<file path="src/rtl/dpram_fifo_pkg.sv">
// Shared sizing for the dual-port-RAM FIFO controller and its output buffer.
package dpram_fifo_pkg;
    localparam int DW         = 8;
    localparam int AW         = 4;
    localparam int DEPTH      = 2 ** AW;
    localparam int OBUF_DEPTH = 2;

    typedef logic [DW-1:0] data_t;
    typedef logic [AW-1:0] addr_t;
    typedef logic [AW:0]   cnt_t;
endpackage

</file>
<file path="src/rtl/dpram_fifo_ctrl_if.sv">
// Producer/consumer valid-ready streams around the FIFO controller.
interface dpram_fifo_ctrl_if;
    import dpram_fifo_pkg::*;

    logic  in_valid;
    logic  in_ready;
    data_t in_data;
    logic  out_valid;
    logic  out_ready;
    data_t out_data;

    modport master (
        output in_valid, in_data, out_ready,
        input  in_ready, out_valid, out_data
    );

    modport slave (
        input  in_valid, in_data, out_ready,
        output in_ready, out_valid, out_data
    );
endinterface

</file>
<file path="src/rtl/dpram_fifo_ctrl_obuf2.sv">
// Two-entry output buffer that soaks up the RAM read latency; slot0 is always the head.
module fifo_obuf2
    import dpram_fifo_pkg::*;
(
    input  logic       clk,
    input  logic       rst_n,
    input  logic       load,
    input  logic       pop,
    input  data_t      load_data,
    output data_t      head_data,
    output logic [1:0] obuf_cnt
);

    data_t      slot0_q, slot0_d;
    data_t      slot1_q, slot1_d;
    logic [1:0] cnt_q, cnt_d;

    always_comb begin
        slot0_d = slot0_q;
        slot1_d = slot1_q;
        cnt_d   = cnt_q;
        case ({load, pop})
            2'b10: begin
                if (cnt_q == 2'd0) slot0_d = load_data;
                else               slot1_d = load_data;
                cnt_d = cnt_q + 2'd1;
            end
            2'b01: begin
                slot0_d = slot1_q;
                cnt_d   = cnt_q - 2'd1;
            end
            2'b11: begin
                // Full buffer: head leaves, tail moves up and the new word takes the tail.
                if (cnt_q == 2'(OBUF_DEPTH)) begin
                    slot0_d = slot1_q;
                    slot1_d = load_data;
                end else begin
                    slot0_d = load_data;
                end
            end
            default: ;
        endcase
    end

    always_ff @(posedge clk or negedge rst_n) begin
        if (!rst_n) begin
            slot0_q <= '0;
            slot1_q <= '0;
            cnt_q   <= '0;
        end else begin
            slot0_q <= slot0_d;
            slot1_q <= slot1_d;
            cnt_q   <= cnt_d;
        end
    end

    assign head_data = slot0_q;
    assign obuf_cnt  = cnt_q;

endmodule

</file>
<file path="src/rtl/dpram_fifo_ctrl.sv">
// FIFO controller for a 16x8 dual-port RAM: port 0 writes, port 1 reads, with a
// two-entry output buffer covering the one-cycle read latency.
module dpram_fifo_ctrl
    import dpram_fifo_pkg::*;
(
    input  logic                    clk,
    input  logic                    rst_n,
    dpram_fifo_ctrl_if.slave        s,
    output cnt_t                    count,
    output logic                    full,
    output logic                    empty,
    output logic                    ram_we_0,
    output logic                    ram_re_0,
    output addr_t                   ram_addr_0,
    output data_t                   ram_wdata_0,
    output logic                    ram_we_1,
    output logic                    ram_re_1,
    output addr_t                   ram_addr_1,
    input  data_t                   ram_rdata_1
);

    addr_t      wr_ptr_q, wr_ptr_d;
    addr_t      rd_ptr_q, rd_ptr_d;
    cnt_t       ram_occ_q, ram_occ_d;
    logic       pend_q, pend_d;
    logic       push, pop, rd_issue;
    logic [1:0] obuf_cnt;
    logic [2:0] obuf_claim;
    data_t      head_data;

    assign s.in_ready = (ram_occ_q != cnt_t'(DEPTH));

    always_comb begin
        push       = s.in_valid && s.in_ready;
        pop        = s.out_valid && s.out_ready;
        // Slots already owed to the buffer after this cycle's pop; keep it at most 2.
        obuf_claim = {1'b0, obuf_cnt} + {2'b00, pend_q} - {2'b00, pop};
        rd_issue   = (ram_occ_q != '0) && (obuf_claim < 3'(OBUF_DEPTH));

        wr_ptr_d  = push     ? wr_ptr_q + addr_t'(1) : wr_ptr_q;
        rd_ptr_d  = rd_issue ? rd_ptr_q + addr_t'(1) : rd_ptr_q;
        pend_d    = rd_issue;
        ram_occ_d = ram_occ_q;
        case ({push, rd_issue})
            2'b10:   ram_occ_d = ram_occ_q + cnt_t'(1);
            2'b01:   ram_occ_d = ram_occ_q - cnt_t'(1);
            default: ram_occ_d = ram_occ_q;
        endcase
    end

    always_ff @(posedge clk or negedge rst_n) begin
        if (!rst_n) begin
            wr_ptr_q  <= '0;
            rd_ptr_q  <= '0;
            ram_occ_q <= '0;
            pend_q    <= 1'b0;
        end else begin
            wr_ptr_q  <= wr_ptr_d;
            rd_ptr_q  <= rd_ptr_d;
            ram_occ_q <= ram_occ_d;
            pend_q    <= pend_d;
        end
    end

    fifo_obuf2 u_obuf (
        .clk       (clk),
        .rst_n     (rst_n),
        .load      (pend_q),
        .pop       (pop),
        .load_data (ram_rdata_1),
        .head_data (head_data),
        .obuf_cnt  (obuf_cnt)
    );

    assign s.out_valid  = (obuf_cnt != 2'd0);
    assign s.out_data   = head_data;

    assign count        = ram_occ_q + cnt_t'(pend_q) + cnt_t'(obuf_cnt);
    assign full         = !s.in_ready;
    assign empty        = (count == '0);

    assign ram_we_0     = push;
    assign ram_re_0     = 1'b0;
    assign ram_addr_0   = wr_ptr_q;
    assign ram_wdata_0  = s.in_data;
    assign ram_we_1     = 1'b0;
    assign ram_re_1     = rd_issue;
    assign ram_addr_1   = rd_ptr_q;

endmodule

</file>
<file path="src/flat_wrapper.sv">
// flat-port wrapper written by rule: the top's interface ports become plain ports
module dpram_fifo_ctrl_flat import dpram_fifo_pkg::*;
  (clk, rst_n, count, full, empty, ram_we_0, ram_re_0, ram_addr_0, ram_wdata_0, ram_we_1, ram_re_1, ram_addr_1, ram_rdata_1, s_in_valid, s_in_data, s_out_ready, s_in_ready, s_out_valid, s_out_data);
  dpram_fifo_ctrl_if s_i ();
  input  logic clk;
  input  logic rst_n;
  output cnt_t count;
  output logic full;
  output logic empty;
  output logic ram_we_0;
  output logic ram_re_0;
  output addr_t ram_addr_0;
  output data_t ram_wdata_0;
  output logic ram_we_1;
  output logic ram_re_1;
  output addr_t ram_addr_1;
  input  data_t ram_rdata_1;
  input wire logic [$bits(s_i.in_valid)-1:0] s_in_valid;
  input wire logic [$bits(s_i.in_data)-1:0] s_in_data;
  input wire logic [$bits(s_i.out_ready)-1:0] s_out_ready;
  output wire logic [$bits(s_i.in_ready)-1:0] s_in_ready;
  output wire logic [$bits(s_i.out_valid)-1:0] s_out_valid;
  output wire logic [$bits(s_i.out_data)-1:0] s_out_data;
  assign s_i.in_valid = s_in_valid;
  assign s_i.in_data = s_in_data;
  assign s_i.out_ready = s_out_ready;
  assign s_in_ready = s_i.in_ready;
  assign s_out_valid = s_i.out_valid;
  assign s_out_data = s_i.out_data;
  dpram_fifo_ctrl u_core (.clk(clk), .rst_n(rst_n), .s(s_i), .count(count), .full(full), .empty(empty), .ram_we_0(ram_we_0), .ram_re_0(ram_re_0), .ram_addr_0(ram_addr_0), .ram_wdata_0(ram_wdata_0), .ram_we_1(ram_we_1), .ram_re_1(ram_re_1), .ram_addr_1(ram_addr_1), .ram_rdata_1(ram_rdata_1));
endmodule
</file>
<file path="config.mk">
export PLATFORM = sky130hd
export DESIGN_NAME = dpram_fifo_ctrl_flat
export DESIGN_NICKNAME = d
export VERILOG_FILES = /design/src/rtl/dpram_fifo_pkg.sv /design/src/rtl/dpram_fifo_ctrl_if.sv /design/src/rtl/dpram_fifo_ctrl_obuf2.sv /design/src/rtl/dpram_fifo_ctrl.sv /design/src/flat_wrapper.sv
export SDC_FILE = /design/constraint.sdc
export NUM_CORES = 1
export LEC_CHECK = 0
export BUFFER_PORTS_ARGS = -buffer_cell sky130_fd_sc_hd__clkbuf_2
export CELL_PAD_IN_SITES_DETAIL_PLACEMENT = 0
export CELL_PAD_IN_SITES_GLOBAL_PLACEMENT = 1
export CORE_MARGIN = 2
export CORE_UTILIZATION = 39
export DETAILED_ROUTE_END_ITERATION = 10
export PLACE_DENSITY_LB_ADDON = 0.1
export SYNTH_ARGS = -nofsm -noshare
export SYNTH_HDL_FRONTEND = slang
export SYNTH_SLANG_ARGS = --single-unit
</file>
<file path="constraint.sdc">
create_clock -name clk -period 4.8 [get_ports clk]
set_input_delay 1.44 -clock clk [delete_from_list [all_inputs] [get_ports clk]]
set_output_delay 1.44 -clock clk [all_outputs]
set_load 0.05 [all_outputs]
</file>
==> flow_metrics.tcl, run 1 <==
set metrics [dict create \
    relSlewSlack 0.4461 \
    yosys_warnings 0 \
    n_antenna_cell 0 \
    cp_slowest_cell "fa_1" \
    cp_num_buf_inv 2 \
    portBuffers 38 \
    clkTransAtPathRegs_ns 0.07 \
    hold_class "register to register" \
    ctsHoldBuffers 0 \
    crit_type "primary input to output port" \
    cp_max_fo 4 \
    path_common_cell "clkbuf_2" \
    status "complete, no violations" \
    finalSetupViolations 0 \
    grt_antenna_before_repair 0 \
    ant_nets 0 \
    pre_cts_ws_ns 0.1315 \
    period_minus_slack_ns 4.681 \
    clk_path_buf_depth 2 \
    dieArea_sq_mm 0.005333 \
    layout_common_cells "clkbuf_2, dfrtp_1, mux2_2" \
    dp.final_hpwl_mm 2.701 \
    worstMarginPinSlew_ns 0.8308 \
    overflow 0 \
    rsz0062_at_grt "false" \
    cts_buffers 5 \
    netlist_area_sq_mm 0.001858 \
    coreArea_sq_mm 0.004661 \
    num_rows 25 \
    vias 1280 \
    holdWs_ns 0.4768 \
    crit_chain "clkbuf_2 > nor2b_1 > ha_1 > nand2b_1 > fa_1 > xnor2_1 > o311a_2 > clkbuf_2" \
    start_kind "primary input" \
    post_cts_buffers 0 \
    clock_skew_ns 0.008056 \
    syn_inst 160 \
    max_freq_mhz 213.6 \
    fin_nets 232 \
    grt_first_pass_wirelength_mm 6.161 \
    dr.pass1.iters 4 \
    drive_gt1_frac 0.3838 \
    drv_slew 0 \
    drc_errors 0 \
    h-tree-depth 2 \
    clock_sinks 32 \
    via_per_inst 5.079 \
    grt_usage 0.1510 \
    ios 57 \
    gp_congestion 0.7333 \
    cts_resized 0 \
    hold_viol_final 0 \
    final.setup.tns_ns 0 \
    cp.arrival_ns 3.24 \
    cts_tree "done" \
    wl_mm 3.641 \
    crit_required_ns 3.36 \
    synthDistinctLibCells 40 \
    setup_ws_ns 0.1186 \
    syn_to_final_growth_pct 16.23 \
    drt_iter0_markers 19 \
    final_common_cell "clkbuf_2" \
    grt_start_max_net_pins 33 \
    seq_area_frac_synth 0.4310 \
    clock_latency_ns 0.28 \
    routedWlPerCell_um 14.45 \
    grt_pass1_vias 1354 \
    fillCellCount 454 \
    crit_family "adder cells" \
    yosys_register_bits 32 \
    worst_setup_path_end_kind "output port" \
    die_x_um 73.03 \
    root_buffer "clkbuf_8" \
    maxCapViolations 0 \
    synth_area_per_cell_sq_um 11.61 \
    instances_no_fill 252 \
    slowest_delay_ns 0.41 \
    dp_cells 244 \
    period_share 0.9753 \
    start_util 0.3987 \
    die_y_um 73.03 \
]
## layout make-up
type	count	area (sq um)	share of cell area
multi-input cells	103	929.6	0.4305
flip-flops and latches	32	800.8	0.3708
repair buffers	41	212.7	0.09849
clock buffers	7	86.33	0.03998
well taps	54	67.56	0.03129
inverters	14	55.05	0.02549
clock inverters	1	7.507	0.003476
## stage by stage
step	cell area, sq um	utilization
floorplan	1869	-
CTS	2160	0.4634
detailed placement	2066	0.4432
global route	2160	0.4634
finish	2160	0.4634
global placement	2066	0.4432
## synthesized netlist by cell type, drive strengths merged
cell / number / share of area
xnor2: 10 / 0.047
nand4: 2 / 0.0067
a31oi: 1 / 0.0034
dfrtp: 32 / 0.43
a31o: 1 / 0.0047
inv: 14 / 0.030
conb: 1 / 0.0020
nor2b: 4 / 0.013
or3: 2 / 0.0094
o311a: 1 / 0.0054
a21o: 1 / 0.0040
nor3: 2 / 0.0054
mux2i: 1 / 0.0054
nand3: 1 / 0.0027
xor2: 5 / 0.024
or2: 2 / 0.0067
o21ai: 6 / 0.016
fa: 4 / 0.043
o22ai: 1 / 0.0034
ha: 11 / 0.074
a211oi: 1 / 0.0067
a22o: 8 / 0.038
nor2: 2 / 0.0054
buf: 12 / 0.045
o41ai: 2 / 0.0094
mux2: 18 / 0.11
a21oi: 2 / 0.0074
nand2: 7 / 0.018
nand2b: 2 / 0.0067
nor4: 2 / 0.0067
nor3b: 2 / 0.0081
## sequential cells by signal (all words and copies together), names as in the netlist
name / count
u_core.u_obuf.obuf_cnt: 2
u_core.u_obuf.head_data: 8
u_core.u_obuf.slot1_q: 8
u_core.ram_addr_1: 4
u_core.ram_addr_0: 4
u_core.ram_occ_q: 5
u_core.pend_q: 1
## cell families (layout without fill, tap and decap cells)
logic type / count (synthesis) / count (layout) / share of synthesized area
flip-flops: 32 / 32 / 0.4310
other: 1 / 2 / 0.002018
buffers and inverters: 26 / 63 / 0.07475
multiplexers: 19 / 19 / 0.1165
XOR/XNOR: 15 / 15 / 0.07070
adder cells (fa/ha/maj): 15 / 15 / 0.1172
AND/OR/NAND/NOR: 28 / 28 / 0.08955
AO/OA/AOI/OAI: 24 / 24 / 0.09832
## routing by layer
layer  vias to the layer above  share of wire  track usage  routed length (um)
li1                        612              -            -                   -
met1                       622           0.44       0.1891                1618
met2                        40           0.49       0.2442                1789
met3                         6          0.049      0.04696                 180
met4                         0          0.015      0.05556                  53
met5                         -              0            0                   0
## path summary, 6_finish.rpt
kind	startpoint	end	slack, ns	cells past startpoint
max	s_out_ready	ram_re_1	0.12	8
min	u_core.ram_addr_0[3]$_DFFE_PN0P_	u_core.ram_addr_0[3]$_DFFE_PN0P_	0.48	1
max reg2reg	u_core.u_obuf.obuf_cnt[1]$_DFFE_PN0N_	u_core.ram_occ_q[4]$_DFFE_PN0P_	0.91	15
min reg2reg	u_core.ram_addr_0[3]$_DFFE_PN0P_	u_core.ram_addr_0[3]$_DFFE_PN0P_	0.48	1
max in group asynchronous	rst_n	u_core.ram_occ_q[0]$_DFFE_PN0P_	3.03	1
min in group asynchronous	rst_n	u_core.u_obuf.head_data[3]$_DFFE_PN0P_	1.25	1
Power of run 1 is not shown: default switching activity piles up to over one toggle a cycle in this logic, so the estimate is an artifact.
==> inputs of run 2 (changes only) <==
- CELL_PAD_IN_SITES_DETAIL_PLACEMENT: 0 -> 1
- SLEW_MARGIN: default -> 20
==> run 2 against run 1 <==
  * Design area fell by 0.58%
  * Sequential share of layout area rose by 0.22 points
  * Count of clock-buffer cells in the layout fell by 2
  * Setup slack got worse by 0.015 ns
  * Utilization fell by 0.27 points
  * Critical endpoint unchanged
  * Largest cell class unchanged
  * Highest routed layer unchanged
==> flow_metrics.tcl, run 2 (same netlist as run 1, synthesis figures left out) <==
set metrics [dict create \
    status "complete, no violations" \
    period_share 0.9784 \
    drc_errors 0 \
    worstHoldPathCells 1 \
    via_per_inst 5.203 \
    cts_tree "done" \
    overflow 0 \
    relSlewSlack 0.4519 \
    slowest_delay_ns 0.41 \
    clkTransAtPathRegs_ns 0.07 \
    crit_required_ns 3.36 \
    max_freq_mhz 212.9 \
    worst_setup_path_end_kind "output port" \
    portBuffers 38 \
    clk_path_buf_depth 2 \
    start_kind "primary input" \
    gp_congestion 0.7333 \
    cp_max_fo 4 \
    cp_num_buf_inv 2 \
    finalSetupViolations 0 \
    coreArea_sq_mm 0.004661 \
    clock_skew_ns 0.005617 \
    drive_gt1_frac 0.3858 \
    cts_buffers 5 \
    die_y_um 73.03 \
    drt_iter0_markers 28 \
    crit_chain "clkbuf_2 > nor2b_1 > ha_1 > nand2b_1 > fa_1 > xnor2_1 > o311a_2 > buf_2" \
    timing.rr.start "u_core.u_obuf.obuf_cnt[1]$_DFFE_PN0N_" \
    fillCellCount 532 \
    grt_usage 0.1617 \
    grt_start_max_net_pins 33 \
    routedWlPerCell_um 15.58 \
    cp.arrival_ns 3.26 \
    post_cts_buffers 0 \
    hold_class "register to register" \
    dr.pass1.iters 4 \
    ios 57 \
    min-delay-start "u_core.ram_addr_0[3]$_DFFE_PN0P_" \
    num_rows 25 \
    final_common_cell "clkbuf_2" \
    wl_mm 3.910 \
    crit_type "primary input to output port" \
    fin_nets 232 \
    clock_latency_ns 0.28 \
    die_x_um 73.03 \
    ff2ff_path_depth 15 \
    clock_sinks 32 \
    layout_common_cells "clkbuf_2, dfrtp_1, mux2_2" \
    worstMarginPinSlew_ns 0.8183 \
    period_minus_slack_ns 4.696 \
    syn_to_final_growth_pct 15.56 \
    final.setup.tns_ns 0 \
    cp_slowest_cell "fa_1" \
    crit_family "adder cells" \
    dieArea_sq_mm 0.005333 \
    r2r_end "u_core.ram_occ_q[4]$_DFFE_PN0P_" \
    h-tree-depth 2 \
    hold_viol_final 0 \
    drv_slew 0 \
    ant_nets 0 \
    root_buffer "clkbuf_8" \
    r2r_setup_slack_ns 0.87 \
    start_util 0.3987 \
    grt_pass1_vias 1448 \
    dp.final_hpwl_mm 2.985 \
    holdPathEnd "u_core.ram_addr_0[3]$_DFFE_PN0P_" \
    grt_first_pass_wirelength_mm 6.589 \
    maxCapViolations 0 \
    vias 1306 \
    grt_antenna_before_repair 0 \
    n_antenna_cell 0 \
    rsz0062_at_grt "false" \
    ctsHoldBuffers 0 \
]
-- run 2: layout make-up --
class                           count  area, sq um  share of cell area
Sequential cell                    32        800.8              0.3730
Multi-Input combinational cell    103        929.6              0.4330
Inverter                           14        55.05             0.02564
Timing Repair Buffer               41        212.7             0.09907
Clock buffer                        5        68.82             0.03205
Tap cell                           54        67.56             0.03147
Clock inverter                      2        12.51            0.005828
-- run 2: worst max-delay path by stage --
| stage | start | to | slack, ns | depth (start not counted) |
|---|---|---|---|---|
| after floorplan | s_out_ready | u_core.ram_occ_q[4]$_DFFE_PN0P_ | 0.1 | 13 |
| after global placement | s_out_ready | ram_re_1 | 0.16 | 8 |
| after detailed placement | s_out_ready | ram_re_1 | 0.11 | 8 |
| after CTS | s_out_ready | ram_re_1 | 0.10 | 8 |
| after global routing | s_out_ready | ram_re_1 | 0.01 | 8 |
| final | s_out_ready | ram_re_1 | 0.10 | 8 |
-- run 2: worst reg2reg max path: cells and delay by family, from the launching register on --
kind / cells / cell delay (ns)
AOI/OAI and AO/OA: 3 / 0.61
xor gates and xnor gates: 1 / 0.15
adders and majority gates: 4 / 1.36
buffers and inverters: 2 / 0.25
DFF: 1 / 0.52
and+or+nand+nor: 5 / 0.92
-- run 2: per-stage QoR --
step | setup slack, ns | hold WS [ns] | cell area [sq um] | instances | util
floorplan | 0.09668 | 0.4811 | 1869 | 161 | -
global placement | 0.1578 | 0.4638 | 2066 | 244 | 0.4432
detailed placement | 0.1050 | 0.4659 | 2066 | 244 | 0.4432
CTS | 0.1002 | 0.4795 | 2147 | 251 | 0.4607
global route | 0.01012 | 0.5141 | 2147 | 251 | 0.4607
finish | 0.1037 | 0.4758 | 2147 | 251 | 0.4607
-- run 2: what timing repair did --
action                                  CTS  global route
gates resized for setup                   0             1
hold endpoints to repair                  0             0
endpoints found under the setup margin    0             1
-- run 2: layer usage --
layer | share of wire | wire (um) | global-route usage | vias to the layer above
met2 | 0.52 | 2020 | 0.2893 | 35
met1 | 0.42 | 1658 | 0.1821 | 654
li1 | - | - | - | 612
met3 | 0.051 | 199 | 0.05525 | 5
met5 | 0 | 0 | 0 | -
met4 | 0.0082 | 32 | 0.04321 | 0
Power of run 2 is left out for the same reason.
==> inputs of run 3 (changes only) <==
- BUFFER_PORTS_ARGS: -buffer_cell sky130_fd_sc_hd__clkbuf_2 -> default
- DONT_BUFFER_PORTS: default -> 1
==> run 3 against run 2 <==
  * Count of clock-buffer cells in the layout grew 1
  * Hold slack gained 0.038 ns
  * Clock skew about the same
  * Critical endpoint unchanged
  * First-iteration DRC count down 25%
  * Critical path type unchanged
==> flow_metrics.tcl, run 3 (same netlist as run 1, synthesis figures left out) <==
set metrics [dict create \
    status "complete, no violations" \
    start_kind "primary input" \
    ctsHoldBuffers 0 \
    ios 57 \
    clkTransAtPathRegs_ns 0.06 \
    worstMarginPinSlew_ns 0.7926 \
    syn_to_final_growth_pct 8.620 \
    crit_type "primary input to output port" \
    drc_errors 0 \
    grt_pass1_vias 1287 \
    crit_family "adder cells" \
    period_minus_slack_ns 4.640 \
    cts_tree "done" \
    portBuffers 0 \
    max_freq_mhz 215.5 \
    dpl_cell_area_sq_mm 0.001911 \
    die_y_um 73.03 \
    fin_nets 197 \
    finalSetupViolations 0 \
    fillCellCount 506 \
    holdWs_ns 0.5139 \
    relSlewSlack 0.4691 \
    overflow 0 \
    cp_slowest_cell "fa_1" \
    grt_first_pass_wirelength_mm 6.334 \
    coreArea_sq_mm 0.004661 \
    wl_mm 3.769 \
    via_per_inst 5.410 \
    clock_skew_ns 0.005365 \
    layout_common_cells "dfrtp_1, mux2_2, inv_1" \
    rsz0062_at_grt "false" \
    clk_path_buf_depth 2 \
    root_buffer "clkbuf_8" \
    maxCapViolations 0 \
    seqCellArea_sq_um 800.8 \
    drt_iter0_markers 21 \
    start_util 0.3987 \
    routedWlPerCell_um 17.37 \
    gp_congestion 0.7707 \
    die_x_um 73.03 \
    n_antenna_cell 0 \
    multi_input_area_sq_um 929.6 \
    grt_antenna_before_repair 0 \
    final.setup.tns_ns 0 \
    slowest_delay_ns 0.41 \
    cp_max_fo 5 \
    drive_gt1_frac 0.2515 \
    stdcell_area_sq_mm 0.002018 \
    grt_usage 0.1563 \
    period_share 0.9667 \
    clock_sinks 32 \
    ant_nets 0 \
    cts_buffers 5 \
    hold_viol_final 0 \
    dp.final_hpwl_mm 2.843 \
    post_cts_buffers 0 \
    hold_class "register to register" \
    clock_latency_ns 0.28 \
    cts_resized 0 \
    drv_slew 0 \
    vias 1174 \
    cp.arrival_ns 3.20 \
    grt_start_max_net_pins 33 \
    worst_setup_path_end_kind "output port" \
    cp_num_buf_inv 1 \
    crit_required_ns 3.36 \
    num_rows 25 \
    final_common_cell "dfrtp_1" \
    dr.pass1.iters 3 \
    crit_chain "nor2b_1 > ha_1 > nand2b_1 > fa_1 > xnor2_1 > o311a_2 > buf_12" \
    dieArea_sq_mm 0.005333 \
    h-tree-depth 2 \
]
## run 3: cell count changes in the layout (fill, tap and decap cells not counted)
cell,previous run,this run
buf_2,1,0
buf_4,3,5
bufinv_16,0,1
clkinvlp_4,1,0
buf_12,0,1
clkbuf_2,37,0
clkbuf_1,0,1
## run 3: per-layer routing
metal | global-route usage | up-vias | part of all wire
met5 | 0 | - | 0
met4 | 0.03704 | 0 | 0.0066
met3 | 0.05801 | 4 | 0.062
met2 | 0.2533 | 36 | 0.52
met1 | 0.1986 | 593 | 0.41
li1 | - | 541 | -
## run 3: final cells by class
type	instances	area share
repair buffers	6	0.02852
clock buffers	6	0.03596
multi-input cells	103	0.4606
inverters	14	0.02728
clock inverters	2	0.01736
well taps	54	0.03348
flip-flops and latches	32	0.3968
## run 3: final timing paths
path                                                        from  cells past startpoint  slack [ns]                                     end
max                                                  s_out_ready                      7        0.16                                ram_re_1
min                         u_core.u_obuf.slot1_q[7]$_DFFE_PN0P_                      1        0.51    u_core.u_obuf.slot1_q[7]$_DFFE_PN0P_
max in group asynchronous                                  rst_n                      0        3.87         u_core.ram_occ_q[2]$_DFFE_PN0P_
max reg2reg                u_core.u_obuf.obuf_cnt[1]$_DFFE_PN0N_                     14        0.79         u_core.ram_occ_q[4]$_DFFE_PN0P_
min in group asynchronous                                  rst_n                      0        0.85  u_core.u_obuf.head_data[5]$_DFFE_PN0P_
min reg2reg                 u_core.u_obuf.slot1_q[7]$_DFFE_PN0P_                      1        0.51    u_core.u_obuf.slot1_q[7]$_DFFE_PN0P_
## run 3: through the flow
step,setup slack (ns),util,std cells
6_report,0.1600,0.4330,217
5_1_grt,0.03902,0.4330,217
4_1_cts,0.1338,0.4330,217
3_5_place_dp,0.02306,0.4099,209
3_3_place_gp,0.1950,0.4099,209
2_1_floorplan,0.09668,-,161
Power of run 3 is left out for the same reason.
